`src/rtl/hazard_ctrl.sv`:
```
// Hazard/stall controller for the 5-stage MIPS pipeline: multi-cycle load-use
// stalls, multiply/divide busy interlock, jump/branch flushes and a stall counter.
module hazard_ctrl #(
    parameter int LOAD_LAT = 1,
    parameter int MDU_LAT  = 4,
    parameter int CNT_W    = 16
) (
    input  logic             clk,
    input  logic             reset,
    input  logic [4:0]       rs_id,
    input  logic [4:0]       rt_id,
    input  logic [5:0]       opcode_id,
    input  logic [5:0]       funct_id,
    input  logic             ex_mem_read,
    input  logic [4:0]       ex_rt,
    input  logic             ex_mdu_start,
    input  logic             ex_branch_taken,
    output logic             pc_write,
    output logic             if_id_write,
    output logic             if_flush,
    output logic             id_flush,
    output logic             mdu_busy,
    output logic [CNT_W-1:0] stall_cnt
);

    localparam int MDU_W  = $clog2(MDU_LAT + 1);
    localparam int WAIT_W = 3;
    localparam bit MULTI_LOAD = (LOAD_LAT > 1);
    localparam logic [WAIT_W-1:0] WAIT_INIT = WAIT_W'(LOAD_LAT - 1);
    localparam logic [WAIT_W-1:0] WAIT_ONE  = {{(WAIT_W-1){1'b0}}, 1'b1};
    localparam logic [MDU_W-1:0]  MDU_INIT  = MDU_W'(MDU_LAT);
    localparam logic [MDU_W-1:0]  MDU_ONE   = {{(MDU_W-1){1'b0}}, 1'b1};
    localparam logic [CNT_W-1:0]  CNT_ONE   = {{(CNT_W-1){1'b0}}, 1'b1};
    localparam logic [CNT_W-1:0]  CNT_MAX   = {CNT_W{1'b1}};

    // control bundle order: {pc_write, if_id_write, if_flush, id_flush}
    localparam logic [3:0] CTL_RESET  = 4'b0011;
    localparam logic [3:0] CTL_BRANCH = 4'b1111;
    localparam logic [3:0] CTL_STALL  = 4'b0001;
    localparam logic [3:0] CTL_JUMP   = 4'b1110;
    localparam logic [3:0] CTL_NORM   = 4'b1100;

    typedef enum logic [0:0] {IDLE = 1'b0, LWAIT = 1'b1} state_t;

    state_t             state_r;
    logic [WAIT_W-1:0]  wait_cnt_r;
    logic [MDU_W-1:0]   mdu_cnt_r;
    logic [CNT_W-1:0]   stall_cnt_r;

    logic       load_haz_s;
    logic       mdu_busy_s;
    logic       mdu_use_s;
    logic       jump_id_s;
    logic       stall_s;
    logic [3:0] ctl_s;

    // Hazard detection and prioritised pipeline control; reset forces an empty pipeline.
    always_comb begin
        load_haz_s = ex_mem_read && (ex_rt != 5'd0) &&
                     ((rs_id == ex_rt) || (rt_id == ex_rt));
        mdu_busy_s = (mdu_cnt_r != {MDU_W{1'b0}}) || ex_mdu_start;
        mdu_use_s  = (opcode_id == 6'd0) &&
                     ((funct_id == 6'b010000) || (funct_id == 6'b010010) ||
                      (funct_id[5:2] == 4'b0110));
        jump_id_s  = (opcode_id == 6'b000010) || (opcode_id == 6'b000011) ||
                     ((opcode_id == 6'd0) &&
                      ((funct_id == 6'b001000) || (funct_id == 6'b001001)));
        stall_s    = ((state_r == IDLE) && load_haz_s) || (state_r == LWAIT);
        ctl_s      = CTL_NORM;
        if (!reset) begin
            ctl_s = CTL_RESET;
        end else if (ex_branch_taken) begin
            ctl_s = CTL_BRANCH;
        end else if (stall_s || (mdu_busy_s && mdu_use_s)) begin
            ctl_s = CTL_STALL;
        end else if (jump_id_s) begin
            ctl_s = CTL_JUMP;
        end else begin
            ctl_s = CTL_NORM;
        end
    end

    assign {pc_write, if_id_write, if_flush, id_flush} = ctl_s;
    assign mdu_busy  = reset && mdu_busy_s;
    assign stall_cnt = stall_cnt_r;

    // Load-wait FSM: the IDLE hazard cycle plus LOAD_LAT-1 LWAIT cycles give LOAD_LAT stalls.
    always_ff @(posedge clk or negedge reset) begin
        if (!reset) begin
            state_r    <= IDLE;
            wait_cnt_r <= {WAIT_W{1'b0}};
        end else begin
            case (state_r)
                IDLE: begin
                    if (MULTI_LOAD && load_haz_s && !ex_branch_taken) begin
                        state_r    <= LWAIT;
                        wait_cnt_r <= WAIT_INIT;
                    end else begin
                        state_r    <= IDLE;
                        wait_cnt_r <= {WAIT_W{1'b0}};
                    end
                end
                LWAIT: begin
                    if (ex_branch_taken || (wait_cnt_r <= WAIT_ONE)) begin
                        state_r    <= IDLE;
                        wait_cnt_r <= {WAIT_W{1'b0}};
                    end else begin
                        state_r    <= LWAIT;
                        wait_cnt_r <= wait_cnt_r - WAIT_ONE;
                    end
                end
                default: begin
                    state_r    <= IDLE;
                    wait_cnt_r <= {WAIT_W{1'b0}};
                end
            endcase
        end
    end

    // MDU latency counter; a new start restarts it and branch flushes leave it alone.
    always_ff @(posedge clk or negedge reset) begin
        if (!reset) begin
            mdu_cnt_r <= {MDU_W{1'b0}};
        end else if (ex_mdu_start) begin
            mdu_cnt_r <= MDU_INIT;
        end else if (mdu_cnt_r != {MDU_W{1'b0}}) begin
            mdu_cnt_r <= mdu_cnt_r - MDU_ONE;
        end else begin
            mdu_cnt_r <= mdu_cnt_r;
        end
    end

    // Saturating count of cycles in which the PC was held.
    always_ff @(posedge clk or negedge reset) begin
        if (!reset) begin
            stall_cnt_r <= {CNT_W{1'b0}};
        end else if (!ctl_s[3] && (stall_cnt_r != CNT_MAX)) begin
            stall_cnt_r <= stall_cnt_r + CNT_ONE;
        end else begin
            stall_cnt_r <= stall_cnt_r;
        end
    end

endmodule

```
`config.mk`:
```
export PLATFORM = sky130hd
export DESIGN_NAME = hazard_ctrl
export DESIGN_NICKNAME = d
export VERILOG_FILES = /design/src/rtl/hazard_ctrl.sv
export SDC_FILE = /design/constraint.sdc
export NUM_CORES = 1
export LEC_CHECK = 0
export ABC_AREA = 0
export CAP_MARGIN = 20
export CORE_MARGIN = 2
export CORE_UTILIZATION = 46
export DETAILED_ROUTE_END_ITERATION = 8
export PLACE_DENSITY = 0.88
export SLEW_MARGIN = 20
export SYNTH_ARGS = -nofsm -noshare
export SYNTH_HDL_FRONTEND = slang
export SYNTH_SLANG_ARGS = --single-unit
export TNS_END_PERCENT = 20
```
`constraint.sdc`:
```
create_clock -name clk -period 4.2 [get_ports clk]
set_input_delay 0.42 -clock clk [delete_from_list [all_inputs] [get_ports clk]]
set_output_delay 0.42 -clock clk [all_outputs]
set_load 0.05 [all_outputs]
```
==> PnR_summary.wiki <==
{| class="wikitable"
! Metric !! Value
|-
| Result of the run || finished, final reports clean
|-
| Period Utilization, post-route || 0.8198
|-
| Synth-to-layout area growth || 43.85%
|-
| Post-Syn Instances || 134
|-
| Top fanout value on the critical path || 13
|-
| Share of final-layout standard cells stronger than drive strength 1 || 0.06316
|-
| Count of pins on the block boundary || 53
|-
| Drt first pass iters || 4
|-
| Row cnt || 19
|-
| Final core area utilization || 0.7010
|-
| Area of placed instances || between 0.0015 and 0.002 mm2
|-
| X dimension of the die || just under 60 um
|-
| Clock net sink count || 23
|-
| Antenna violations before repair || 0
|-
| VDD IR max || around 520 uV
|-
| Kind of launch point of the worst setup path || primary input
|-
| Avg Inst Size Synth || 10.03 um2
|-
| Synth top area share || 0.4283
|-
| Fin nets || 228
|-
| Starting DRC count in detailed routing || 38
|-
| Wire length of the first global-routing pass || 5354 um
|-
| Starting density of the core || 0.4873
|-
| Most frequent standard cell in the layout excluding fill and tap cells || clkdlybuf4s50_1
|-
| Worst relative slew slack || 0.6142
|-
| Crit path setup slack, layout || between 0.7 and 0.8 ns
|-
| Clock period minus final worst setup slack || 3.443 ns
|-
| Number of failing hold endpoints at the final stage || 0
|-
| FF-to-FF End || stall_cnt[13]
|-
| Remaining DRCs || 0
|-
| Start point of the critical path || ex_rt[1]
|-
| Fin Setup TNS || 0 ns
|-
| Source of the worst register-to-register timing path || mdu_cnt_r[0]
|-
| Clock latency reported for the late side of the worst-skew pair || 0.31 ns
|-
| Synth warn || 0
|-
| Inserted Clock Buffers || 3
|-
| CTS tree || done
|-
| Mapped Nets || 171
|-
| Antenna viol nets, final || 0
|-
| Commonest register cell after synthesis || dfrtp_1
|-
| Portion of the post-synthesis area used by sequential elements || 0.4283
|-
| Avg WL per Cell || 13.84 um
|-
| Number of buffers inserted by hold repair at cts || 0
|-
| Via count of the first global-routing pass || 1,222
|-
| Maximum number of pins on one net before global-route repair || 18
|-
| Final-report setup violation count || 0
|-
| H-tree levels || 1
|-
| Count of buffers from port buffering || 52
|-
| Slew at the pin closest to its max-slew limit || slightly below 0.6 ns
|-
| Setup repair after global routing missed its margin || false
|-
| Total Die Area || 0.003370 mm2
|-
| CP Capture Type || output pin
|-
| Overall fraction of global-route tracks in use || 0.2053
|-
| Netlist area before placement || 0.001344 mm2
|-
| Register-to-Register Setup Slack || 1.63 ns
|-
| Power density cells || between 400 and 500 mW/mm2
|-
| WP data arrival || between 3 and 4 ns
|-
| Worst Path Required || 3.78 ns
|-
| Most used cells in the layout excluding fill and tap cells || clkdlybuf4s50_1, dfrtp_1, xnor2_1
|-
| Highest clock rate || between 200 and 300 MHz
|-
| Top cells by area in the synthesized netlist || dfrtp_1, xnor2_1, xor2_1
|-
| LEAKAGE || 0.8096 nW
|-
| Via count of the routed design || ~1,200
|-
| FFs w/ async S/R, synth || 1.000
|-
| FF+latch count, synth || 23
|-
| Hold/Removal Path Class || primary input to asynchronous set/reset pin
|-
| Area inside the core boundary || 0.002758 mm2
|-
| Unique cell type count in the Yosys netlist || 38
|-
| Post-synth top area cell || dfrtp_1
|-
| Final Cell Area || 0.001933 mm2
|-
| Cell chosen for the clock root || clkbuf_4
|-
| Post-synth EDFFs || 0
|-
| Max clock buf depth || 2
|-
| Cells on worst reg2reg path || 9
|-
| CTS clock-pin slew for the worst setup and hold paths || 0.12 ns
|-
| Critical setup path kind || primary input to output pin
|-
| Detailed-route vias per instance || 5.285
|-
| Setup Slack @ Placement || roughly 0.76 ns
|-
| Total setup buffers inserted after CTS || 0
|-
| Setup clock skew after layout || 0.003717 ns
|-
| Maxcap violations || 0
|-
| WL final || 3059 um
|-
| Number of antenna repair diodes || 0
|-
| Cells resized by post-CTS repair || 0
|-
| Remaining Overflow, GRT || 0
|-
| GPL Wtd Cong || 0.8271
|-
| Die outline height || 58.05 um
|-
| Half-perimeter wire length after detailed placement || between 2000 and 3000 um
|-
| Max-slew violation total from the final report || 0
|}
-- where the power goes --
group	switching (mW)	leakage [nW]	internal [mW]
registers	0.0501	0.296	0.267
logic	0.217	0.498	0.153
clock network	0.0640	0.0150	0.0371
total	0.331	0.810	0.457
-- layer usage --
| layer | vias to the layer above | GRT usage | wire (um) |
|---|---|---|---|
| li1 | 579 | - | - |
| met1 | 563 | 0.2268 | 1217 |
| met2 | 22 | 0.3896 | 1703 |
| met3 | 4 | 0.04911 | 101 |
| met4 | 0 | 0.05316 | 38 |
| met5 | - | 0 | 0 |
-- final cells by class --
cell class | count | area (um2)
Inverter | 7 | 26.28
Tap cell | 31 | 38.79
Clock buffer | 4 | 26.28
Timing Repair Buffer | 54 | 535.5
Fill cell | 203 | 824.5
Sequential cell | 23 | 575.6
Multi-Input combinational cell | 102 | 730.7
-- registers in the layout, summed over array words and instances, names as in the netlist --
name,flops
wait_cnt_r,3
mdu_cnt_r,3
state_r,1
stall_cnt,16
-- critical path, cell delays in order --
cell and delay (ns):
clkdlybuf4s50_1 0.46, or4_1 0.53, o21ai_1 0.20, or2_2 0.16, o221ai_2 0.24, inv_2 0.19
clkdlybuf4s50_1 0.82
-- stage by stage --
stage               instances  hold WS (ns)  power, mW
global placement          217        0.4419     0.6820
global route              221        0.4222     0.8378
floorplan                 134        0.1244     0.5509
CTS                       221        0.4081     0.7960
detailed placement        217        0.4645     0.6948
finish                    221        0.4091     0.7886
-- how the worst max path moves through the flow --
stage                        to  slack [ns]  cells past startpoint
finish                 pc_write        0.76                      7
global placement    if_id_write        0.82                      7
detailed placement     pc_write        0.76                      7
CTS                    pc_write        0.77                      7
global route        if_id_write        0.59                      7
floorplan              if_flush        1.41                      7
-- cells by family (layout without fill, tap and decap cells) --
group / count (synthesis) / in the layout / share of synthesized area
simple gates: 54 / 54 / 0.2318
flops: 23 / 23 / 0.4283
mux: 1 / 1 / 0.008379
compound gates: 15 / 15 / 0.07542
xor+xnor: 27 / 27 / 0.1816
fa+ha+maj: 5 / 5 / 0.04655
buf+inv: 9 / 65 / 0.02793
-- synth_stat cells (2+ instances only) --
| library cell | n |
|---|---|
| nand2_1 | 5 |
| and4_1 | 2 |
| and3_1 | 7 |
| ha_1 | 5 |
| nand4_1 | 4 |
| o21ai_0 | 4 |
| nand3_1 | 9 |
| nor3_1 | 3 |
| nor2_1 | 9 |
| nand2b_1 | 2 |
| dfrtp_1 | 23 |
| xnor2_1 | 15 |
| o21a_1 | 2 |
| a21oi_1 | 2 |
| nor2b_1 | 4 |
| xor2_1 | 11 |
| inv_1 | 6 |
Power figures use the tool's default switching activity.
